==> src/rtl/bp_pkg.sv <==
// Shared types and helpers for the branch predictor.
// Latency: n/a (declarations only).
// Backpressure: n/a.
package bp_pkg;

  typedef logic [1:0] cnt2T;

  localparam cnt2T SNT = 2'b00;
  localparam cnt2T WNT = 2'b01;
  localparam cnt2T WT  = 2'b10;
  localparam cnt2T ST  = 2'b11;

  // Two-bit saturating step: count up on taken, down on not-taken.
  function automatic cnt2T sat2_next(input cnt2T cnt, input logic taken);
    cnt2T nxt;
    nxt = cnt;
    if (taken) begin
      if (cnt != ST) nxt = cnt + 2'b01;
    end else begin
      if (cnt != SNT) nxt = cnt - 2'b01;
    end
    return nxt;
  endfunction

endpackage

==> src/rtl/gshare_predictor_pht_array.sv <==
// Pattern history table of 2-bit saturating counters.
// Latency: read is combinational; a write lands at the clock edge.
// Backpressure: none; one read and one write are accepted every cycle.
module pht_array
  import bp_pkg::*;
#(
  parameter int   INDEX_BITS = 6,
  parameter cnt2T CNT_INIT   = WNT
) (
  input  logic                  clk,
  input  logic                  reset,
  input  logic [INDEX_BITS-1:0] raddr,
  output cnt2T                  rdata,
  input  logic                  we,
  input  logic [INDEX_BITS-1:0] waddr,
  input  logic                  taken
);

  localparam int Entries = 2 ** INDEX_BITS;

  cnt2T table_q [Entries];

  // Read returns the stored value, so a same-cycle write is seen only next cycle.
  assign rdata = table_q[raddr];

  // Whole-table reset, otherwise train the written entry.
  always_ff @(posedge clk) begin
    if (reset) begin
      for (int i = 0; i < Entries; i++) table_q[i] <= CNT_INIT;
    end else if (we) begin
      table_q[waddr] <= sat2_next(table_q[waddr], taken);
    end
  end

endmodule

==> src/rtl/gshare_predictor.sv <==
// Gshare direction predictor: PC xor global history indexes the PHT; EX trains it.
// Latency: prediction and mispredict are combinational; training takes effect next cycle.
// Backpressure: none; a lookup and an update are accepted every cycle.
module gshare_predictor
  import bp_pkg::*;
#(
  parameter int   INDEX_BITS = 6,
  parameter int   GHR_BITS   = 6,
  parameter cnt2T CNT_INIT   = WNT,
  parameter int   STAT_W     = 32
) (
  input  logic                  clk,
  input  logic                  reset,
  input  logic [63:0]           if_pc,
  input  logic                  if_is_branch,
  output logic                  prediction,
  output logic [INDEX_BITS-1:0] pred_index,
  input  logic                  ex_branch,
  input  logic                  ex_outcome,
  input  logic                  ex_prediction,
  input  logic [INDEX_BITS-1:0] ex_index,
  output logic                  mispredict,
  output logic [GHR_BITS-1:0]   ghr,
  output logic [STAT_W-1:0]     branch_count,
  output logic [STAT_W-1:0]     mispredict_count
);

  if (GHR_BITS < 1 || GHR_BITS > INDEX_BITS) begin : gBadGhr
    $error("gshare_predictor: GHR_BITS must lie in 1..INDEX_BITS");
  end

  cnt2T                  lookupCnt;
  logic [INDEX_BITS-1:0] ghrExt;
  logic [GHR_BITS-1:0]   ghrNext;

  assign ghrExt     = INDEX_BITS'(ghr);
  assign pred_index = if_pc[INDEX_BITS+1:2] ^ ghrExt;
  assign prediction = if_is_branch & lookupCnt[1];
  assign mispredict = ex_branch & (ex_prediction ^ ex_outcome);

  // Newest resolved outcome enters at bit 0.
  if (GHR_BITS == 1) begin : gGhr1
    assign ghrNext = ex_outcome;
  end else begin : gGhrN
    assign ghrNext = {ghr[GHR_BITS-2:0], ex_outcome};
  end

  pht_array #(
    .INDEX_BITS(INDEX_BITS),
    .CNT_INIT  (CNT_INIT)
  ) uPht (
    .clk  (clk),
    .reset(reset),
    .raddr(pred_index),
    .rdata(lookupCnt),
    .we   (ex_branch),
    .waddr(ex_index),
    .taken(ex_outcome)
  );

  // History and statistics advance only on resolved branches; counters stick at all-ones.
  always_ff @(posedge clk) begin
    if (reset) begin
      ghr              <= '0;
      branch_count     <= '0;
      mispredict_count <= '0;
    end else if (ex_branch) begin
      ghr <= ghrNext;
      if (branch_count != '1) branch_count <= branch_count + 1'b1;
      if (mispredict && (mispredict_count != '1)) mispredict_count <= mispredict_count + 1'b1;
    end
  end

endmodule

==> config.mk <==
export PLATFORM = sky130hd
export DESIGN_NAME = gshare_predictor
export DESIGN_NICKNAME = d
export VERILOG_FILES = /design/src/rtl/bp_pkg.sv /design/src/rtl/gshare_predictor_pht_array.sv /design/src/rtl/gshare_predictor.sv
export SDC_FILE = /design/constraint.sdc
export NUM_CORES = 1
export LEC_CHECK = 0
export ABC_AREA = 1
export CELL_PAD_IN_SITES_DETAIL_PLACEMENT = 1
export CELL_PAD_IN_SITES_GLOBAL_PLACEMENT = 1
export CORE_UTILIZATION = 43
export CTS_BUF_LIST = sky130_fd_sc_hd__clkbuf_8 sky130_fd_sc_hd__clkbuf_16
export DETAILED_ROUTE_END_ITERATION = 6
export PLACE_DENSITY = 0.87
export SLEW_MARGIN = 10
export SYNTH_ARGS = -nofsm -noshare
export SYNTH_HDL_FRONTEND = slang
export SYNTH_SLANG_ARGS = --single-unit
==> constraint.sdc <==
create_clock -name clk -period 3.5 [get_ports clk]
set_input_delay 0.35 -clock clk [delete_from_list [all_inputs] [get_ports clk]]
set_output_delay 0.35 -clock clk [all_outputs]
set_load 0.02 [all_outputs]
== Yosys cells after proc, flatten, opt, wreduce, memory -nomap -nowiden ==
Memories as Yosys holds them, arrays and structs flattened.
Index checks and enable logic that the tools add are counted.

* Register bits after elaboration: 70
* Latch bits: 0
* RAM bits: 128
* ROM bits: 0
* Input bits: 76
* Memories kept: 1

* Add/subtract/negate cells: 4
* Multipliers: 0
* Div/mod/pow operators: 0
* $lt $le $gt $ge: 0
* Equality and inequality tests: 3
* Shift operators: 0
* Multiplexer cells: 13
* Bitwise gates (word level): 4
* Reductions and logical operators: 5

{| class="wikitable"
|+ Memories
! memory !! depth !! width !! rd ports !! clocked after Yosys merged registers in !! wr ports !! RTL line !! text
|-
| uPht.table_q || 64 || 2 || 2 || 0 || 64 || gshare_predictor_pht_array.sv:21 || <nowiki>cnt2T table_q [Entries];</nowiki>
|}

{| class="wikitable"
|+ Operator list
! cell !! count
|-
| 32-bit by 1-bit adder with 32-bit output, second input constant || 2
|-
| 32-bit != test, second input constant || 2
|-
| 2-bit 2-to-1 mux || 6
|-
| 1-bit 2-to-1 mux || 6
|-
| 6-bit 2-to-1 mux || 1
|-
| 6-bit XOR || 1
|-
| 2-bit AND reduction || 2
|-
| 2-bit by 1-bit adder with 2-bit output, second input constant || 1
|-
| 1-bit bitwise AND || 2
|-
| 2-bit != test, second input constant || 1
|-
| 2-bit nonzero test || 1
|-
| 2-bit OR reduction || 1
|-
| 2-bit by 1-bit subtractor with 2-bit output, second input constant || 1
|-
| 1-bit logical AND || 1
|-
| 1-bit XOR || 1
|}

== Longest topological paths before layout ==
Gate-level depths: netlist of run 1.
An unclocked memory read counts as a cell.

* Depth after elaboration: 7
* Gate-level depth with buffers: 17
* Depth with buffers taken out: 15

== Modules after synthesis ==
A second synthesis of run 1 with hierarchy kept.

* Cell total of the unflattened synthesis: 1837
* Area, all modules: 12502.0 µm²

{| class="wikitable"
|+ By module, submodules not included
! module !! instances !! cells each !! area each (µm²)
|-
| pht_array || 1 || 1142 || 8164.1
|-
| gshare_predictor || 1 || 695 || 4337.9
|}

== Worst setup path before layout of run 1 ==
No wires, ideal clock.

* Kind: flip-flop to output port
* Start: reg ghr[1]
* End: out prediction
* Arrival: 1.947 ns
* Setup slack: 1.203 ns
* Cell stages (with the launch flop): 10
* Path buffers: 1
* Cell sequence: dfxtp_1 -> xor2_1 -> clkbuf_1 -> o211ai_1 -> nand3_1 -> nand3_1 -> nand3_1 -> nand2_1 -> nor2_1 -> nor2_1

* Word-level cells in the longest chain between the ends: 3

{| class="wikitable"
|+ Ends and longest elaborated chain
! item !! RTL line !! text
|-
| start, declared || gshare_predictor.sv:23 || <nowiki>output logic [GHR_BITS-1:0] ghr,</nowiki>
|-
| start signal, assigned || gshare_predictor.sv:68 || <nowiki>ghr <= ghrNext;</nowiki>
|-
| 6-bit XOR || gshare_predictor.sv:37 || <nowiki>assign pred_index = if_pc[INDEX_BITS+1:2] ^ ghrExt;</nowiki>
|-
| named net pred_index[1] || gshare_predictor.sv:17 || <nowiki>output logic [INDEX_BITS-1:0] pred_index,</nowiki>
|-
| memory 64 x 2 bit || n/a ||
|-
| 1-bit bitwise AND || gshare_predictor.sv:38 || <nowiki>assign prediction = if_is_branch & lookupCnt[1];</nowiki>
|-
| end, declared || gshare_predictor.sv:16 || <nowiki>output logic prediction,</nowiki>
|}

The timed path passes the listed nets, and every way through them passes these cells.

== Worst setup path in the final report of run 1 ==
* Start: reg ghr[0]
* End: out prediction

* Word-level cells in the longest chain between the ends: 3

{| class="wikitable"
|+ Ends and longest elaborated chain
! item !! RTL line
|-
| 6-bit XOR || gshare_predictor.sv:37
|-
| memory 64 x 2 bit || n/a
|-
| 1-bit bitwise AND || gshare_predictor.sv:38
|}

No other way between the ends.

==> results by group, run 1 <==
Routing
  • DR pass1 iterations: 7
  • DRC viols: 5
  • WL/cell: 18.97 um
  • Antenna-violating nets left: 0
  • DR iter-0 viols: ~860
  • Vias/cell: 5.513
  • Detailed Route WL: just under 40000 um
  • Via count: 11530

Floorplanning
  • Die Y: 166.4 um
  • Die W: approximately 170 um
  • Effective utilization at floorplan: 44.22%
  • DIE AREA: about 28000 um^2
  • Row cnt: between 50 and 60
  • Core Footprint: roughly 26000 um^2
  • I/O pin count: between 150 and 200

Worst setup path
  • Worst EP arrival: 2840 ps
  • Critical-path top delay cell: clkdlybuf4s50_1
  • CP Capture Type: output port
  • Largest stage delay, worst path: between 600 and 700 ps
  • Startpoint types: register
  • Critical Path RT: 3150 ps
  • Critical path class: register to output port
  • CP cell instances: inv_1 > nand2_1 > nand2_1 > buf_12 > o211ai_1 > nand3_1 > nand3_1 > nand3_1 > nand2_1 > nor2_1 > nor2_1 > clkdlybuf4s50_1
  • CP max FO: 32

STA
  • Final Cycle Share: 91.15%
  • Total negative setup slack: 0 ps
  • Final Skew: 12.60 ps
  • Rel. slew slack: between 40% and 50%
  • Tmin final: roughly 3200 ps
  • Worst hold slack: 504.6 ps
  • RSZ-0062 raised after global routing: false
  • Fin. Hold Viols: 0
  • Worst slew pin tran: roughly 770 ps
  • Fin. max-slew vios: 0
  • Final setup viols: 0
  • Peak Freq: roughly 310 MHz

Cells and area
  • Nets: ~1800
  • Antenna diodes: 0
  • Share of cells above drive strength 1: 4.897%
  • Fillcell total: ~3400
  • Area growth, synth to finish: 16.80%

Power
  • Clock Power Share: between 30% and 40%
  • Sequential share of power: 47.9%
  • Psw: roughly 1.5 mW
  • Internal power: approximately 3.8 mW
  • Net switching fraction of the power: about 28%
  • Combinational fraction of design power: 15.4%
  • PwrDens: ~390 nW/um^2
  • IR drop worst, VDD: ~0.25 mV
  • Leak Pwr: ~5.2 nW

Synth
  • Post-synth EDFFs: about 130
  • Yosys cell types: 33
  • Synth Area per Inst: between 6 and 7 um^2
  • Net Count, Synth: 1745
  • Top post-synthesis cells by area: edfxtp_1 (33%), nand2_1 (20%), dfxtp_1 (12%), nand3_1 (7.3%), nor2_1 (7.3%)
  • Synth top area share: 33.08%
  • Post-Syn Area: 11620 um^2
  • Ys flop type: edfxtp_1
  • Sequential fraction of the synthesis area: 45.14%
  • FF+latch count, synth: a little under 200
  • Synth warn: 0
  • Syn Inst Count: approximately 1700
  • Synth async-reset ratio: 0%
  • Yosys top cell by area: edfxtp_1

Placed design
  • Gpl congestion: approximately 0.87
  • Buffers on Ports: between 90 and 100
  • HPWL after DPL: ~27000 um

Global route
  • GRT Resource Usage Total: 28.98%
  • First-pass GRT wire length: 62580 um
  • Vias in the first global route: roughly 12000
  • Grt ovf: 0
  • Largest net degree at the start of global routing: 76
  • Antenna violations before repair: 0

Outcome
  • Run status: complete, but fails checks
  • Failing checks: DRC

Clock network
  • Root Driver: clkbuf_16
  • Post-CTS Setup Bufs: 0
  • Worst skew pair latency: 440 ps
  • CTS tree: built
  • CTS max path bufs: 2
  • CTS clk-pin slew, worst paths: roughly 80 ps
  • Htree depth: 4
  • Clock Sinks: 198
  • CTS buffer count: 17

Min path
  • Path type of the worst min-delay path: register to register

Flow run
  • # Max-Cap Violations: 0
[synth_stat cells (2+ instances only)]
cell      count
or2_2         6
xor2_1       25
nand2_1     608
o21bai_1      5
o211ai_1      4
nor2_2        2
nand3b_1      3
a21oi_1      56
inv_2         4
edfxtp_1    128
buf_6         6
nand4_1      17
and3_1        3
clkbuf_1     30
o21ai_1       3
buf_4         9
nor3b_1       5
ha_1          2
dfxtp_1      70
buf_1         7
o21ai_0      22
xnor2_1      18
nand3_1     170
nor2_1      226
nor3_1       37
inv_1       169
nand2_2       2
buf_2        25
[layout by cell type, fill, tap and decap left out, drive strengths merged, types with 2 or more instances in the layout]
cell type      count
nand3            170
ha                 2
o21bai             5
xnor2             18
clkinv             6
bufinv             2
o211ai             4
clkdlybuf4s50     94
clkbuf            17
buf               40
nor2             228
xor2              25
nand4             17
inv              178
nand3b             3
nor3b              5
nor3              37
and3               3
o21ai             25
dfxtp             70
a21oi             56
clkinvlp           3
edfxtp           128
or2                6
nand2            610
[metal layers]
layer	share of wire (%)	up-vias	GRT usage, %
li1	-	5437	-
met1	41	5650	35.68
met2	50	379	51.37
met3	7.1	61	5.291
met4	2.1	0	8.696
met5	0	-	0
[layout make-up]
class                      instances  area (um^2)  share of cell area (%)
clock buffer                      17        425.4                   3.134
timing repair buffer             134         1351                   9.957
multi-input combinational       1218         5340                   39.35
tap                              335        419.2                   3.088
sequential                       198         5245                   38.65
clock inverter                    15        137.6                   1.014
inverter                         174        653.1                   4.812
[worst max-delay path, delay by kind of cell (launching register included)]
kind / cells / cell delay [ps]
buf+inv: 3 / 980
compound gates: 1 / 220
simple gates: 8 / 750
flops: 1 / 440
[cells by family after synthesis]
logic type	count (synthesis)	synth area share (%)
compound gates	93	4.307
simple gates	1080	38.04
xor+xnor	43	3.241
fa+ha+maj	2	0.2153
flops	198	45.14
buf+inv	251	9.056
[timing repair]
action                     4_1_cts  5_1_grt
setup endpoints to repair        0        1
hold buffers                     0        0
gates resized for setup          0        1
[flip-flops by register name, indices dropped and copies added, names as in the netlist]
| signal | count |
|---|---|
| mispredict_count | 32 |
| ghr | 6 |
| branch_count | 32 |
| uPht.table_q | 128 |
[power by group through the flow]
| stage | clock network [mW] | logic (mW) | registers [mW] |
|---|---|---|---|
| finish | 1.96 | 0.821 | 2.56 |
| global route | 2.06 | 0.883 | 2.56 |
| CTS | 1.99 | 0.810 | 2.55 |
| detailed placement | 0 | 0.804 | 2.61 |
| global placement | 0 | 0.785 | 2.60 |
| floorplan | 0 | 0.484 | 2.61 |
[worst paths after layout]
path | start | endpoint | slack (ps) | cells past startpoint
max | ghr[0]$_SDFFE_PP0P_ | prediction | 310 | 12
min | branch_count[16]$_SDFFE_PP0P_ | branch_count[16]$_SDFFE_PP0P_ | 500 | 2
max reg2reg | branch_count[1]$_SDFFE_PP0P_ | branch_count[6]$_SDFFE_PP0P_ | 740 | 12
min reg2reg | branch_count[16]$_SDFFE_PP0P_ | branch_count[16]$_SDFFE_PP0P_ | 500 | 2
[through the flow]
| stage | std cells | instance area (um^2) | total power [mW] | worst slack (ps) | utilization (%) |
|---|---|---|---|---|---|
| global placement | 2059 | 13000 | 3.389 | 355.4 | 49.47 |
| finish | 2091 | 13570 | 5.333 | 309.7 | 51.64 |
| floorplan | 1667 | 11620 | 3.089 | 1203 | - |
| global route | 2091 | 13570 | 5.507 | 144.9 | 51.64 |
| detailed placement | 2059 | 13000 | 3.411 | 278.1 | 49.47 |
| CTS | 2091 | 13560 | 5.350 | 165.9 | 51.61 |
Power figures use the tool's default switching activity.
==> run 2, diff against run 1 <==
--- a/config.mk
+++ b/config.mk
@@ -8,11 +8,13 @@
 export ABC_AREA = 1
 export CELL_PAD_IN_SITES_DETAIL_PLACEMENT = 1
 export CELL_PAD_IN_SITES_GLOBAL_PLACEMENT = 1
-export CORE_UTILIZATION = 43
+export CORE_UTILIZATION = 50
 export CTS_BUF_LIST = sky130_fd_sc_hd__clkbuf_8 sky130_fd_sc_hd__clkbuf_16
 export DETAILED_ROUTE_END_ITERATION = 6
+export DONT_BUFFER_PORTS = 1
 export PLACE_DENSITY = 0.87
 export SLEW_MARGIN = 10
 export SYNTH_ARGS = -nofsm -noshare
 export SYNTH_HDL_FRONTEND = slang
+export SYNTH_HIERARCHICAL = 1
 export SYNTH_SLANG_ARGS = --single-unit
==> run 2 against run 1 <==
  * Clock skew is 2.8 ps higher
  * Setup slack worse by 78 ps
  * Worst hold slack worse by 470 ps
  * Via count hardly changed
  * Final area is 5.9% lower
  * Cell count is 3.1% lower
  * Register-to-register slack better by 180 ps
  * Area after synthesis is 3.3% higher
  * The run now ends clean
  * Sequential share of layout area is 2.4 points higher
  * Count of clock-buffer cells in the layout is 4 higher
==> results by group, run 2 <==
Clock network
  • CTS max path bufs: 2
  • CTS buffer count: 17
  • Post-CTS Setup Bufs: 0
  • CTS tree: built
  • Root Driver: clkbuf_16
  • CTS clk-pin slew, worst paths: around 70 ps
  • Htree depth: 4
  • Clock Sinks: ~200
  • Worst skew pair latency: 450 ps

Outcome
  • Run status: completed

Routing
  • DR iter-0 viols: ~730
  • Vias/cell: around 5.7
  • Antenna-violating nets left: 0
  • Detailed Route WL: ~40000 um
  • Via count: between 10000 and 15000
  • WL/cell: roughly 19 um
  • DR pass1 iterations: 5
  • DRC viols: 0

Global route
  • GRT Resource Usage Total: 32.86%
  • First-pass GRT wire length: 61530 um
  • Largest net degree at the start of global routing: 79
  • Vias in the first global route: approximately 12000
  • Antenna violations before repair: 0
  • Grt ovf: 0

Worst setup path
  • Startpoint types: register
  • Crit path top cell by count: nand2_1
  • Worst Setup SP: ghr[0]$_SDFFE_PP0P_
  • WP buf/inv: 2
  • Largest stage delay, worst path: around 460 ps
  • Worst EP arrival: about 2900 ps
  • CP Capture Type: output port
  • Reg-to-Reg Start: branch_count[0]$_SDFFE_PP0P_
  • CP cell instances: xor2_4 > clkinvlp_4 > o21ai_0 > o22ai_1 > nand2_1 > nand2_1 > a21oi_1 > o21ai_0 > nand3_1 > nand2_1 > nand2_1 > inv_1
  • Critical-path top delay cell: clkinvlp_4
  • Critical Path RT: around 3200 ps
  • Critical path class: register to output port
  • CP max FO: 22
  • Cell family with the largest share of critical-path delay: compound AO/OA/AOI/OAI gates

Cells and area
  • Reg with most FFs: uPht/table_q
  • Nets: about 1800
  • Cell area after layout: between 10000 and 15000 um^2
  • Most frequent cells in the layout: nand2_1 (571), nor2_1 (328), inv_1 (167), nand3_1 (151), edfxtp_1 (128)
  • Antenna diodes: 0
  • Share of cells above drive strength 1: 6.854%
  • Multi-input logic area: 5624 um^2
  • Max FFs per register: roughly 130
  • Commonest non-fill, non-tap cell in the layout: nand2_1
  • Fillcell total: ~3100
  • Register area: about 5200 um^2
  • Biggest regs: uPht/table_q: 128 flops, branch_count: 32 flops, mispredict_count: 32 flops
  • Final instance count without filler cells: just over 2000
  • Area growth, synth to finish: 6.379%

STA
  • Final Cycle Share: 93.38%
  • Total negative setup slack: 0 ps
  • Final Skew: around 15 ps
  • Worst slew pin tran: around 940 ps
  • Peak Freq: roughly 310 MHz
  • Setup ws final: roughly 230 ps
  • Fin. Hold Viols: 0
  • Tmin final: 3268 ps
  • Final setup viols: 0
  • Rel. slew slack: between 30% and 40%
  • RSZ-0062 raised after global routing: false
  • Fin. max-slew vios: 0

Floorplanning
  • Die W: 156.9 um
  • Die Y: between 150 and 200 um
  • Effective utilization at floorplan: about 50%
  • Row cnt: 56
  • DIE AREA: 24630 um^2
  • Core Footprint: approximately 24000 um^2
  • I/O pin count: ~150

Min path
  • Path type of the worst min-delay path: primary input to register
  • Hold Startpoint: ex_outcome

Power
  • PwrDens: around 410 nW/um^2
  • Leak Pwr: between 4 and 5 nW
  • IR drop worst, VDD: about 0.32 mV
  • Overall power after layout: between 5 and 6 mW

Synth
  • Syn Inst Count: ~1700
  • Synth Area per Inst: 6.895 um^2
  • Net Count, Synth: about 1800
  • Post-Syn Area: around 12000 um^2
  • Synth warn: 6

Placed design
  • Buffers on Ports: 0
  • Placement Setup Slack: 627.5 ps
  • Gpl congestion: between 0.8 and 0.9
  • Area after DPL: between 10000 and 15000 um^2
  • HPWL after DPL: 26230 um
  • Cells after DPL: 1993

Flow run
  • # Max-Cap Violations: 0
[run 2: cell types whose count changed in the layout (fill, tap and decap cells not counted), moves of 19 or more]
cell             before  now
nor2_1              226  328
clkdlybuf4s50_1      94    0
nand2_1             607  571
o21ai_0              22   54
nor3_1               37   15
a21oi_2               0   20
a21oi_1              56   37
nand3_1             170  151
[run 2: power breakdown]
group / leakage, nW / switching [mW] / total (mW) / internal, mW
registers: 1.71 / 0.0418 / 2.56 / 2.52
logic: 2.81 / 0.523 / 0.704 / 0.180
clock network: 0.307 / 0.917 / 1.99 / 1.07
[run 2: cell type report]
class,count,area share (%)
Clock inverter,11,0.6761
Clock buffer,21,3.939
Sequential cell,198,41.07
Inverter,172,5.105
Multi-Input combinational cell,1277,44.04
Timing Repair Buffer,28,2.038
Tap cell,319,3.126
[run 2: through the flow]
step,util (%),hold slack (ps)
6_report,54.24,36.97
5_1_grt,54.24,40.19
4_1_cts,54.23,27.03
3_5_place_dp,51.64,417.4
3_3_place_gp,51.64,416.8
2_1_floorplan,-,484.9
[run 2: timing repair]
action / 4_1_cts / 5_1_grt
hold buffers: 1 / 0
resized for setup: 0 / 1
setup endpoints to repair: 0 / 1
hold endpoints to repair: 30 / 0
[run 2: path summary, 6_finish.rpt]
| kind | to | slack [ps] | cells after the start |
|---|---|---|---|
| min reg2reg | ghr[4]$_SDFFE_PP0P_ | 630 | 2 |
| min | ghr[0]$_SDFFE_PP0P_ | 40 | 2 |
| max | prediction | 230 | 12 |
| max reg2reg | branch_count[2]$_SDFFE_PP0P_ | 920 | 10 |
[run 2: routing by layer]
| metal | global-route usage, % | share of wire, % | vias to the layer above |
|---|---|---|---|
| met5 | 0 | 0 | - |
| met4 | 16.29 | 3.9 | 0 |
| met3 | 5.672 | 6.7 | 111 |
| met2 | 57.90 | 49 | 402 |
| met1 | 38.50 | 40 | 5605 |
| li1 | - | - | 5400 |
